$ cat src/rtl/uart_req_assembler.sv
// Pairs a command byte and an address byte from the UART receiver into one
// range-checked request, offered downstream over a level valid/ack handshake.
module uart_req_assembler #(
  parameter int unsigned TIMEOUT_CLKS = 694400,
  parameter logic [7:0]  MAX_CMD      = 8'h07,
  parameter logic [7:0]  MAX_ADDR     = 8'd31
) (
  input  logic       clk,
  input  logic       rst_n,
  input  logic       rx_done,
  input  logic [7:0] rx_data,
  input  logic       req_ack,
  output logic       req_valid,
  output logic [7:0] req_cmd,
  output logic [7:0] req_addr,
  output logic       cmd_err,
  output logic       addr_err,
  output logic       timeout_err,
  output logic       overrun,
  output logic       busy
);

  localparam logic [1:0]  S_WAIT_CMD  = 2'd0;
  localparam logic [1:0]  S_WAIT_ADDR = 2'd1;
  localparam logic [1:0]  S_HOLD      = 2'd2;
  localparam logic [23:0] TIMER_TERM  = 24'(TIMEOUT_CLKS - 1);

  logic [1:0]  state_q, state_d;
  logic [23:0] timer_q, timer_d;
  logic [7:0]  req_cmd_q, req_cmd_d, req_addr_q, req_addr_d;
  logic        req_valid_q, req_valid_d;
  logic        cmd_err_q, cmd_err_d, addr_err_q, addr_err_d;
  logic        timeout_err_q, timeout_err_d, overrun_q, overrun_d;
  logic        busy_q, busy_d;

  always_comb begin
    state_d       = state_q;
    timer_d       = timer_q;
    req_cmd_d     = req_cmd_q;
    req_addr_d    = req_addr_q;
    req_valid_d   = req_valid_q;
    cmd_err_d     = 1'b0;
    addr_err_d    = 1'b0;
    timeout_err_d = 1'b0;
    overrun_d     = 1'b0;
    case (state_q)
      S_WAIT_CMD: begin
        // 8'h00 is line idle fill and is dropped without complaint
        if (rx_done && rx_data != 8'h00) begin
          if (rx_data <= MAX_CMD) begin
            req_cmd_d = rx_data;
            timer_d   = '0;
            state_d   = S_WAIT_ADDR;
          end else begin
            cmd_err_d = 1'b1;
          end
        end
      end
      S_WAIT_ADDR: begin
        // A byte on the terminal cycle takes priority over the timeout
        if (rx_done) begin
          if (rx_data <= MAX_ADDR) begin
            req_addr_d  = rx_data;
            req_valid_d = 1'b1;
            state_d     = S_HOLD;
          end else begin
            addr_err_d = 1'b1;
            state_d    = S_WAIT_CMD;
          end
        end else if (timer_q == TIMER_TERM) begin
          timeout_err_d = 1'b1;
          state_d       = S_WAIT_CMD;
        end else if (timer_q != '1) begin
          timer_d = timer_q + 24'd1;
        end
      end
      S_HOLD: begin
        overrun_d = rx_done;
        if (req_ack) begin
          req_valid_d = 1'b0;
          state_d     = S_WAIT_CMD;
        end
      end
      default: state_d = S_WAIT_CMD;
    endcase
    busy_d = (state_d != S_WAIT_CMD);
  end

  always_ff @(posedge clk) begin
    if (!rst_n) begin
      state_q       <= S_WAIT_CMD;
      timer_q       <= '0;
      req_cmd_q     <= '0;
      req_addr_q    <= '0;
      req_valid_q   <= 1'b0;
      cmd_err_q     <= 1'b0;
      addr_err_q    <= 1'b0;
      timeout_err_q <= 1'b0;
      overrun_q     <= 1'b0;
      busy_q        <= 1'b0;
    end else begin
      state_q       <= state_d;
      timer_q       <= timer_d;
      req_cmd_q     <= req_cmd_d;
      req_addr_q    <= req_addr_d;
      req_valid_q   <= req_valid_d;
      cmd_err_q     <= cmd_err_d;
      addr_err_q    <= addr_err_d;
      timeout_err_q <= timeout_err_d;
      overrun_q     <= overrun_d;
      busy_q        <= busy_d;
    end
  end

  assign req_valid   = req_valid_q;
  assign req_cmd     = req_cmd_q;
  assign req_addr    = req_addr_q;
  assign cmd_err     = cmd_err_q;
  assign addr_err    = addr_err_q;
  assign timeout_err = timeout_err_q;
  assign overrun     = overrun_q;
  assign busy        = busy_q;

endmodule

$ cat config.mk
export PLATFORM = sky130hd
export DESIGN_NAME = uart_req_assembler
export DESIGN_NICKNAME = d
export VERILOG_FILES = /design/src/rtl/uart_req_assembler.sv
export SDC_FILE = /design/constraint.sdc
export NUM_CORES = 1
export LEC_CHECK = 0
export BUFFER_PORTS_ARGS = -buffer_cell sky130_fd_sc_hd__buf_2
export CORE_MARGIN = 2
export CORE_UTILIZATION = 53
export DETAILED_ROUTE_END_ITERATION = 12
export PLACE_DENSITY = 0.75
export SETUP_SLACK_MARGIN = 0.1
export SYNTH_ARGS = -nofsm -noshare
export SYNTH_HDL_FRONTEND = slang
export SYNTH_SLANG_ARGS = --single-unit
$ cat constraint.sdc
create_clock -name clk -period 2.3 [get_ports clk]
set_clock_uncertainty 0.1 [all_clocks]
set_input_delay 0 -clock clk [delete_from_list [all_inputs] [get_ports clk]]
set_output_delay 0 -clock clk [all_outputs]
set_load 0.01 [all_outputs]
=== After elaboration in Yosys (flattened, before gate mapping) ===
Cells that the tools add are included.

* $add $sub $neg: 1
* Shift-type cells: 0
* Div/mod/pow operators: 0
* Order comparisons: 2
* Reduce and logical (&&, ||, !) cells: 14
* Multipliers: 0
* Mux-type cells: 20
* Bitwise logic cells: 2
* Equal/unequal tests: 12

{| class="wikitable"
|+ Operators with widths
! operator !! number
|-
| $mux W24 || 5
|-
| $pmux W24 S2 || 1
|-
| $add A24 B1 Y24 const B || 1
|-
| $eq A24 B20 Y1 const B || 1
|-
| $ne A24 B24 Y1 const B || 1
|-
| $ne A2 B2 Y1 const B || 8
|-
| $mux W2 || 6
|-
| $reduce_and A3 Y1 || 4
|-
| $le A8 B3 Y1 const B || 1
|-
| $le A8 B5 Y1 const B || 1
|-
| $reduce_bool A8 Y1 || 1
|-
| $mux W1 || 6
|-
| $pmux W2 S3 || 1
|-
| $reduce_and A6 Y1 || 1
|-
| $reduce_bool A2 Y1 || 3
|-
| $reduce_and A4 Y1 || 1
|-
| $reduce_or A3 Y1 || 1
|-
| $eq A2 B1 Y1 const B || 1
|-
| $eq A2 B2 Y1 const B || 1
|-
| $logic_not A2 Y1 || 1
|-
| $not A1 Y1 || 2
|-
| $pmux W1 S2 || 1
|-
| $reduce_and A2 Y1 || 1
|-
| $logic_and A1 B1 Y1 || 1
|}

* Memories: 0
* Word-level logic and storage cells: 61
* Flip-flop bits (word level): 48
* ROM bits: 0
* Input bits: 12
* RAM bits: 0
* Bits in latches: 0
* Output and inout port bits: 22

=== Longest topological paths before layout ===
Gate-level depths: netlist of run 1.

* Depth after elaboration: 5
* Gate-level depth with buffers: 9
* Mapped depth without buffers: 7

=== Worst setup path before layout of run 1 ===
No wires, ideal clock.

* Path kind: flip-flop to flip-flop
* From: register timer_q[0]
* To: register timer_q[6]
* Cell stages (with the launch flop): 9
* Data required time: 2.084 ns
* Arrival: 1.893 ns
* Path slack: 0.191 ns
* Cell sequence: dfxtp_1 -> ha_1 -> and3_1 -> nand3_1 -> o41ai_4 -> a21bo_4 -> buf_6 -> nor2_2 -> a41o_1

* Cells in the longest elaborated chain, start to end: 5

{| class="wikitable"
|+ Ends and longest elaborated chain
! what !! line !! text
|-
| start, declared || 29 || <nowiki>logic [23:0] timer_q, timer_d;</nowiki>
|-
| start signal, assigned || 103 || <nowiki>timer_q <= timer_d;</nowiki>
|-
| $add A24 B1 Y24 || 74 || <nowiki>timer_d = timer_q + 24'd1;</nowiki>
|-
| $mux W24 || 73 || <nowiki>end else if (timer_q != '1) begin</nowiki>
|-
| $mux W24 || 70 || <nowiki>end else if (timer_q == TIMER_TERM) begin</nowiki>
|-
| $mux W24 || 61 || <nowiki>if (rx_done) begin</nowiki>
|-
| $pmux W24 S2 || 46 || <nowiki>case (state_q)</nowiki>
|}

Parallel ways exist; a longest one is shown, timed or not. The select of a mux whose other input is x is not followed.
A chain may end at the register's enable or synchronous reset.

=== Worst setup path after layout of run 1 ===
* From: register timer_q[8]
* To: register timer_q[11]

Same word-level chain as after synthesis.

==> impl_metrics.csv, run 1 <==
group,metric,value,unit
cts,cts_tree,"yes",
critical_path,end_kind,"register",
critical_path,crit_type,"reg2reg",
cts,cts_inserted_buffers,5,
timing,hold_viol_final,0,
timing,max_slew_margin,74.9,%
die,die_h,68.5,um
placement,pre_cts_slack,0.0228,ns
timing,maxSlewViolCount,0,
route,ant_nets,0,
global_route,busiest_layer,"met2",
die,io_pins,34,
timing,finalCritPeriodShare,95.4,%
die,core_area,4000,um^2
die,start_util,55.1,%
placement,hpwl,3690,um
final_layout,layout-area-overhead-vs-synth,29.2,%
yosys,ys_async_sr_fraction,0,%
timing,fmax,456,MHz
placement,port_buffers,33,
critical_path,cp.arrival,2.34,ns
global_route,grtUsageTotal,24.8,%
cts,path_clk_slew,0.09,ns
global_route,grt_pass1_vias,1945,
route,vias,2133,
critical_path,crit_required,2.44,ns
global_route,met1_usage,31.5,%
yosys,syn_area,2210,um^2
yosys,synth_compound_area_share,19.5,%
pwr,power_density,541,nW/um^2
critical_path,cp_max_fo,6,
yosys,synth-xor-area-share,0.397,%
global_route,use_met3,3.90,%
final_layout,drive_above_1_share,29.6,%
final_layout,antennaDiodeCount,0,
final_layout,final_common_cell,"dfxtp_1",
yosys,synthSimpleGateAreaFrac,30.5,%
cts,clock_path_buffers,2,
global_route,grt_max_degree,42,
timing,grt_setup_unrepaired,"yes",
route,routed_via_density,5.91,
die,rows,23,
global_route,antenna_found_initial,0,
cts,root_buffer,"clkbuf_8",
route,drc,0,
route,wirelength,5580,um
timing,setup_slack,0.107,ns
placement,finalWeightedCongestion,0.906,
yosys,synthAdderAreaFrac,0.567,%
yosys,yosys_warnings,0,
yosys,syn_inst,251,
route,drt-initial-drc-count,231,
final_layout,final_cell_mix,"43 x dfxtp_1, 33 x buf_2, 29 x nand2_1, 22 x buf_4, 13 x a21oi_1",
route,post_drt_wl_per_cell,15.4,um
die,die_w,68.5,um
timing,tightest_slew,0.367,ns
worst_hold_path,hold_class,"in2reg",
timing,setup_viol,0,
global_route,gr-usage-met2,41.9,%
cts,h-tree-depth,2,
global_route,grt_pass1_wl,8770,um
global_route,grt_overflow_total,0,
die,die_area,4690,um^2
yosys,yosysUniqueCellTypes,50,
outcome,outcome,"complete, no violations",
route,dr.pass1.iters,4,
yosys,syn_nets,264,
yosys,synth_edf_count,0,
flow_run,drv_cap,0,
cts,clock_latency,0.31,ns
yosys,synth-main-ff-cell,"dfxtp_1",
pwr,cellLeakagePower,1.15,nW
critical_path,worstSetupStartpointType,"register",
pwr,peakVddDrop,0.291,mV
yosys,synth_top_family_by_area,"simple AND/OR/NAND/NOR gates",
yosys,synth_mux_area_share,1.36,%
yosys,synth-seq-cells,48,
timing,tns,0,ns
final_layout,finalNetCount,323,
yosys,yosysSeqAreaShare,43.6,%
timing,period_needed,2.19,ns
yosys,syn_avg_cell_area,8.79,um^2
cts,cts_sinks,48,
routing by layer:
| metal | vias up | wire length (um) |
|---|---|---|
| li1 | 1051 | - |
| met1 | 1017 | 2540 |
| met4 | 0 | 58 |
| met5 | - | 0 |
| met2 | 59 | 2710 |
| met3 | 6 | 265 |
power by group:
part           total (mW)  internal (mW)  switching (mW)
Clock               0.641          0.355           0.285
Combinational      0.0692         0.0332          0.0360
Sequential          0.831          0.830        0.000875
cells by family (layout without fill, tap and decap cells):
family,Yosys count,in the layout
adders and majority gates,1,1
xor gates and xnor gates,1,1
muxes,3,3
DFF,48,48
AOI/OAI and AO/OA,57,57
and+or+nand+nor,121,121
buffers and inverters,20,80
cell type report:
class	instances	area, um^2
inverters	5	18.8
flip-flops and latches	48	972
repair buffers	67	455
fillers	296	1150
clock inverters	2	38.8
clock buffers	6	82.6
multi-input cells	183	1220
well taps	50	62.6
state kept, by name (all words and copies together) (netlist names):
signal,cells
req_addr,8
addr_err,1
req_valid,1
busy,1
timeout_err,1
timer_q,24
req_cmd,8
cmd_err,1
state_q,2
overrun,1
worst paths after layout:
check | cells past startpoint | slack [ns] | start | endpoint
max | 7 | 0.11 | timer_q[8]$_SDFFE_PN0P_ | timer_q[11]$_SDFFE_PN0P_
min | 4 | 0.07 | rx_data[6] | addr_err$_SDFF_PN0_
max reg2reg | 7 | 0.11 | timer_q[8]$_SDFFE_PN0P_ | timer_q[11]$_SDFFE_PN0P_
min reg2reg | 2 | 0.37 | timer_q[1]$_SDFFE_PN0P_ | timer_q[1]$_SDFFE_PN0P_
what timing repair did:
action	4_1_cts	5_1_grt
pin swaps	2	16
hold buffers	7	1
gates resized for setup	3	25
setup endpoints to repair	6	24
buffers inserted	2	4
gates cloned	0	1
hold endpoints to repair	13	2
worst max-delay path, cell delays in order, from the launching register on:
cell	delay, ns
dfxtp_4	0.37
or4_4	0.57
o41ai_4	0.43
a21bo_4	0.22
buf_6	0.13
buf_6	0.11
o31ai_1	0.07
a21oi_1	0.14
through the flow:
step           instance area [um^2]  instances  power [mW]  hold WS [ns]  utilization [%]
2_1_floorplan                  2210        251       0.880        0.0449                -
5_1_grt                        2850        361        1.58        0.0860             71.2
3_5_place_dp                   2500        338       0.906         0.176             62.6
6_report                       2850        361        1.54        0.0726             71.2
4_1_cts                        2720        355        1.55       0.00860             68.0
3_3_place_gp                   2500        338       0.905         0.163             62.6
synthesized netlist by cell type, types with 2 or more instances:
master / n / area (um^2)
dfxtp_1: 48 / 961
nand2_1: 31 / 116
a21oi_1: 14 / 70.1
and3_1: 13 / 81.3
nand3_1: 13 / 65.1
nor2_1: 13 / 48.8
clkbuf_1: 12 / 45.0
nand4_1: 8 / 50.1
or4_1: 7 / 52.6
a21boi_0: 6 / 45.0
o31ai_1: 6 / 45.0
inv_1: 5 / 18.8
nor4_1: 5 / 31.3
o21ai_0: 5 / 25.0
a32o_1: 4 / 40.0
nor2b_1: 4 / 25.0
nor3b_1: 4 / 30.0
or3_1: 4 / 25.0
and3b_1: 3 / 26.3
mux2i_1: 3 / 30.0
nand2b_1: 3 / 18.8
nor3_1: 3 / 15.0
o21ai_1: 3 / 15.0
a2111oi_0: 2 / 17.5
a41o_1: 2 / 20.0
buf_6: 2 / 22.5
o211ai_1: 2 / 15.0
o21a_1: 2 / 15.0
o2bb2ai_1: 2 / 17.5
o41ai_1: 2 / 17.5
No activity file was read; power rests on OpenSTA's default activity.
==> run 2, diff against run 1 <==
--- a/config.mk
+++ b/config.mk
@@ -6,10 +6,11 @@
 export NUM_CORES = 1
 export LEC_CHECK = 0
 export BUFFER_PORTS_ARGS = -buffer_cell sky130_fd_sc_hd__buf_2
+export CORE_ASPECT_RATIO = 0.8
 export CORE_MARGIN = 2
-export CORE_UTILIZATION = 53
+export CORE_UTILIZATION = 50
 export DETAILED_ROUTE_END_ITERATION = 12
-export PLACE_DENSITY = 0.75
+export PLACE_DENSITY = 0.74
 export SETUP_SLACK_MARGIN = 0.1
 export SYNTH_ARGS = -nofsm -noshare
 export SYNTH_HDL_FRONTEND = slang
==> constraint.sdc (replaced) <==
create_clock -name clk -period 1.8 [get_ports clk]
set_clock_uncertainty 0.1 [all_clocks]
set_input_delay 0 -clock clk [delete_from_list [all_inputs] [get_ports clk]]
set_output_delay 0 -clock clk [all_outputs]
set_load 0.01 [all_outputs]
==> run 2 against run 1 <==
Net effect:
- the run now ends with setup timing left
- global-route usage rose by 5.0 points
- cell count rose by 14%
- die area increased by 5.7%
- sequential share of layout area is 5.4 points lower
- sequential cell count unchanged
- non-clock buffer count grew 42
- first-iteration DRC count grew 64%
- critical endpoint is now timer_q[2]$_SDFFE_PN0P_
==> impl_metrics.csv, run 2 (synthesis results as in run 1) <==
group,metric,value,unit
worst_hold_path,min-delay-start,"rx_data[4]",
timing,setup_viol,26,
route,routed_via_density,6.27,
timing,setup_slack,-0.454,ns
worst_hold_path,hold_class,"in2reg",
placement,place_area,2850,um^2
critical_path,end_kind,"register",
final_layout,layout-area-overhead-vs-synth,54.7,%
cts,cts_sinks,48,
pwr,p_seq_share,54.4,%
pwr,internal-power,1.52,mW
critical_path,path_buf_inv,1,
timing,maxSlewViolCount,0,
die,start_util,52.5,%
route,drc,0,
route,vias,2591,
final_layout,utilization,81.2,%
pwr,power_frac_clock,40.4,%
final_layout,largest_reg_flops,24,
route,dr.pass1.iters,6,
route,post_drt_wl_per_cell,18.3,um
critical_path,crit_path_end,"timer_q[2]$_SDFFE_PN0P_",
timing,fmax,444,MHz
die,die_w,78.3,um
critical_path,worstSetupStartpointType,"register",
cts,root_buffer,"clkbuf_8",
critical_path,slowest_stage,"or4_4",
final_layout,final_cell_area,3410,um^2
global_route,grtUsageTotal,29.7,%
pwr,pwr-share-comb,5.2,%
timing,max_slew_margin,76.3,%
final_layout,largest-register,"timer_q",
outcome,outcome,"finished with violations",
cts,cts_inserted_buffers,5,
pwr,peakVddDrop,0.732,mV
final_layout,fillers,226,
flow_run,drv_cap,0,
final_layout,final_cell_mix,"60 x buf_4, 33 x buf_2, 32 x dfxtp_1, 30 x nand2_1, 16 x dfxtp_2",
die,rows,21,
cts,h-tree-depth,2,
cts,clock_path_buffers,2,
timing,hold_viol_final,0,
cts,clock_latency,0.31,ns
route,ant_nets,0,
final_layout,antennaDiodeCount,0,
global_route,grt_pass1_vias,2354,
placement,hpwl,4220,um
route,wirelength,7560,um
placement,finalWeightedCongestion,0.839,
final_layout,layout.cells.non_filler,413,
die,core_area,4200,um^2
critical_path,crit_family,"compound AO/OA/AOI/OAI gates",
critical_path,crit_type,"reg2reg",
pwr,cellLeakagePower,1.43,nW
timing,finalCritPeriodShare,125,%
placement,pre_cts_slack,-0.390,ns
timing,tightest_slew,0.347,ns
critical_path,cp_max_fo,7,
global_route,grt_overflow_total,0,
critical_path,cp.arrival,2.35,ns
critical_path,crit_path_start,"timer_q[8]$_SDFFE_PN0P_",
die,die_area,4960,um^2
critical_path,cp.depth,6,
timing,grt_setup_unrepaired,"yes",
global_route,antenna_found_initial,0,
cts,path_clk_slew,0.09,ns
pwr,p_sw_share,22.2,%
global_route,grt_pass1_wl,11500,um
critical_path,path_cells,"or4_4 -> o41ai_4 -> buf_4 -> a21bo_4 -> nor2_4 -> a32o_1",
critical_path,regToRegEndpoint,"timer_q[2]$_SDFFE_PN0P_",
final_layout,drive_above_1_share,48.0,%
critical_path,r2r_slack,-0.45,ns
pwr,power_density,573,nW/um^2
die,die_h,63.4,um
pwr,p_sw,0.434,mW
final_layout,finalNetCount,368,
route,drt-initial-drc-count,379,
timing,period_needed,2.25,ns
placement,port_buffers,33,
outcome,violations,"setup timing",
die,io_pins,34,
final_layout,final_common_cell,"buf_4",
critical_path,r2r_start,"timer_q[8]$_SDFFE_PN0P_",
critical_path,reg2regPathDepth,6,
global_route,grt_max_degree,26,
cts,cts_tree,"yes",
critical_path,max_stage_delay,0.54,ns
placement,placed_cells,381,
critical_path,crit_required,1.89,ns
pwr,power,1.96,mW
==> run 2: metrics by stage <==
step	TNS, ns	hold slack, ns
floorplan	-5.18	0.0449
global placement	-6.90	0.162
detailed placement	-7.80	0.175
CTS	-6.09	0.00539
global route	-10.17	0.0327
finish	-9.44	0.0145
==> run 2: area by class of cell <==
type | count | area (um^2) | area share [%]
Tap cell | 57 | 71.3 | 2.09
Clock inverter | 3 | 42.5 | 1.25
Sequential cell | 48 | 981 | 28.7
Clock buffer | 5 | 68.8 | 2.02
Timing Repair Buffer | 109 | 795 | 23.3
Inverter | 5 | 18.8 | 0.550
Multi-Input combinational cell | 186 | 1440 | 42.1
==> run 2: metal layers <==
| layer | GRT usage [%] | vias to the layer above | routed length (um) |
|---|---|---|---|
| li1 | - | 1157 | - |
| met5 | 0 | - | 0 |
| met3 | 6.88 | 51 | 673 |
| met2 | 47.5 | 177 | 3360 |
| met4 | 10.5 | 0 | 303 |
| met1 | 39.4 | 1206 | 3220 |
==> run 2: worst min-delay path by stage <==
stage | to | slack [ns] | cells after the start
CTS | cmd_err$_SDFF_PN0_ | 0.005 | 3
global route | timeout_err$_SDFF_PP0_ | 0.03 | 3
global placement | req_addr[3]$_SDFFE_PN0P_ | 0.16 | 3
detailed placement | req_addr[3]$_SDFFE_PN0P_ | 0.17 | 3
floorplan | req_addr[0]$_SDFFE_PN0P_ | 0.04 | 2
finish | cmd_err$_SDFF_PN0_ | 0.01 | 3
==> run 2: what timing repair did <==
item	CTS	global route
pin swaps	29	27
endpoints found under the hold margin	15	0
hold buffers	8	0
cloned	4	0
buffers inserted	8	5
endpoints found under the setup margin	26	29
resized for setup	39	24
==> run 2: worst min-delay path, stage by stage <==
cell	delay, ns
buf_2	0.11
nor2_1	0.15
a2111oi_0	0.12
==> run 2: power groups by stage <==
stage / combinational (mW) / clock (mW) / sequential (mW)
floorplan: 0.0351 / 0 / 1.09
global placement: 0.0714 / 0 / 1.09
detailed placement: 0.0724 / 0 / 1.09
CTS: 0.0918 / 0.791 / 1.06
global route: 0.106 / 0.838 / 1.06
finish: 0.101 / 0.791 / 1.06
==> run 3, diff against run 2 <==
--- a/config.mk
+++ b/config.mk
@@ -8,9 +8,8 @@
 export BUFFER_PORTS_ARGS = -buffer_cell sky130_fd_sc_hd__buf_2
 export CORE_ASPECT_RATIO = 0.8
 export CORE_MARGIN = 2
-export CORE_UTILIZATION = 50
+export CORE_UTILIZATION = 30
 export DETAILED_ROUTE_END_ITERATION = 12
-export PLACE_DENSITY = 0.74
 export SETUP_SLACK_MARGIN = 0.1
 export SYNTH_ARGS = -nofsm -noshare
 export SYNTH_HDL_FRONTEND = slang
==> run 3 against run 2 <==
Net effect:
- the flow still finishes with violations (setup timing)
- die area increased by 62%
- non-clock buffer count increased by 1
- worst hold slack got worse by 0.010 ns
- global-route usage decreased by 13 points
- wire length decreased by 9.1%
- fmax decreased by 1.4%
- critical path depth increased by 1
- worst setup slack got worse by 0.032 ns
- power increased by 2.3%
- sequential cell count unchanged
- register-to-register slack got worse by 0.03 ns
- clock power increased by 6.3%
- critical path type unchanged
==> impl_metrics.csv, run 3 (synthesis results as in run 1) <==
group,metric,value,unit
timing,setup_slack,-0.486,ns
pwr,p_sw,0.464,mW
route,ant_nets,0,
final_layout,final_cell_mix,"62 x buf_4, 40 x dfxtp_1, 33 x buf_2, 29 x nand2_1, 12 x nor2_1",
pwr,power_frac_clock,42.0,%
pwr,cellLeakagePower,1.42,nW
final_layout,final_cell_area,3410,um^2
final_layout,largest_reg_flops,24,
die,die_area,8060,um^2
pwr,power_density,586,nW/um^2
outcome,outcome,"finished with violations",
global_route,antenna_found_initial,0,
final_layout,finalNetCount,369,
timing,tns,-10.33,ns
critical_path,r2r_start,"timer_q[16]$_SDFFE_PN0P_",
route,routed_via_density,5.24,
placement,placed_cells,415,
route,dr.pass1.iters,4,
route,vias,2328,
die,io_pins,34,
final_layout,layout-area-overhead-vs-synth,54.8,%
critical_path,crit_required,1.95,ns
route,drc,0,
final_layout,fillers,657,
critical_path,end_kind,"register",
final_layout,final_common_cell,"buf_4",
timing,fmax,437,MHz
route,post_drt_wl_per_cell,15.5,um
critical_path,crit_path_start,"timer_q[16]$_SDFFE_PN0P_",
pwr,peakVddDrop,0.285,mV
route,drt-initial-drc-count,109,
die,die_h,80.7,um
timing,period_needed,2.29,ns
cts,cts_inserted_buffers,5,
die,die_w,99.9,um
cts,root_buffer,"clkbuf_8",
global_route,grt_pass1_vias,2268,
cts,clock_latency,0.31,ns
cts,h-tree-depth,2,
cts,cts_tree,"yes",
cts,cts_sinks,48,
die,rows,27,
pwr,p_sw_share,23.2,%
pwr,internal-power,1.54,mW
die,core_area,6990,um^2
cts,path_clk_slew,0.10,ns
worst_hold_path,min-delay-start,"rx_done",
timing,tightest_slew,0.447,ns
critical_path,worstSetupStartpointType,"register",
timing,grt_setup_unrepaired,"yes",
placement,hpwl,4310,um
outcome,violations,"setup timing",
timing,max_slew_margin,70.1,%
pwr,power,2.00,mW
pwr,p_seq_share,53.1,%
global_route,grt_pass1_wl,11000,um
final_layout,antennaDiodeCount,0,
placement,port_buffers,33,
flow_run,drv_cap,0,
final_layout,drive_above_1_share,44.0,%
timing,setup_viol,26,
global_route,grt_max_degree,37,
critical_path,crit_type,"reg2reg",
timing,maxSlewViolCount,0,
final_layout,largest-register,"timer_q",
global_route,grt_overflow_total,0,
timing,hold_viol_final,0,
critical_path,cp.arrival,2.44,ns
critical_path,cp_max_fo,5,
cts,clock_path_buffers,2,
route,wirelength,6870,um
placement,finalWeightedCongestion,0.809,
worst_hold_path,hold_class,"in2reg",
timing,finalCritPeriodShare,127,%
pwr,pwr-share-comb,4.8,%
final_layout,layout.cells.non_filler,444,
placement,place_area,2910,um^2
global_route,grtUsageTotal,17.1,%
die,start_util,31.5,%
run 3: cell count changes in the layout (fill, tap and decap cells not counted), sizes merged:
cell	change
clkinvlp	-1
clkinv	-1
inv	+2
buf	+1
run 3: per-stage QoR:
stage               hold slack (ns)  setup WS (ns)  util [%]
floorplan                    0.0449         -0.258         -
global placement              0.164         -0.386      41.6
detailed placement            0.175         -0.416      41.6
CTS                          0.0135         -0.331      46.9
global route                 0.0229         -0.522      48.8
finish                      0.00424         -0.486      48.8
run 3: worst max-delay path, cell delays in order, from the launching register on:
cell and delay [ns]:
dfxtp_1 0.34, or4_4 0.56, o41ai_4 0.49, buf_4 0.20, nand2_4 0.05, buf_6 0.12, o211ai_1 0.21, o21a_1 0.16
run 3: path summary, 6_finish.rpt:
| path | end | slack, ns | depth (start not counted) |
|---|---|---|---|
| max reg2reg | timer_q[16]$_SDFFE_PN0P_ | -0.49 | 7 |
| max | timer_q[16]$_SDFFE_PN0P_ | -0.49 | 7 |
| min | timeout_err$_SDFF_PP0_ | 0.004 | 3 |
| min reg2reg | req_addr[1]$_SDFFE_PN0P_ | 0.36 | 2 |
run 3: layer usage:
metal / wire [um] / vias to the layer above / global-route usage (%)
met2: 3120 / 47 / 28.6
met5: 0 / - / 0
met1: 3430 / 1109 / 23.3
met4: 120 / 0 / 3.29
met3: 199 / 14 / 2.87
li1: - / 1158 / -
run 3: power by group through the flow:
stage	Sequential (mW)	Clock, mW	Combinational, mW
2_1_floorplan	1.09	0	0.0351
3_3_place_gp	1.09	0	0.0709
3_5_place_dp	1.09	0	0.0723
4_1_cts	1.06	0.861	0.0902
5_1_grt	1.06	0.894	0.105
6_report	1.06	0.841	0.0964
run 3: cell type report:
| cell class | instances | area (um^2) | area share (%) |
|---|---|---|---|
| Timing Repair Buffer | 110 | 790 | 23.1 |
| Multi-Input combinational cell | 186 | 1410 | 41.2 |
| Sequential cell | 48 | 973 | 28.5 |
| Clock inverter | 3 | 50.0 | 1.47 |
| Tap cell | 87 | 109 | 3.19 |
| Clock buffer | 5 | 68.8 | 2.02 |
| Inverter | 5 | 18.8 | 0.550 |
run 3: what timing repair did:
action,4_1_cts,5_1_grt
setup endpoints to repair,26,28
setup buffers,5,5
endpoints found under the hold margin,14,0
pin swaps,17,19
gates resized for setup,24,21
gates cloned,2,2
hold buffers,8,0
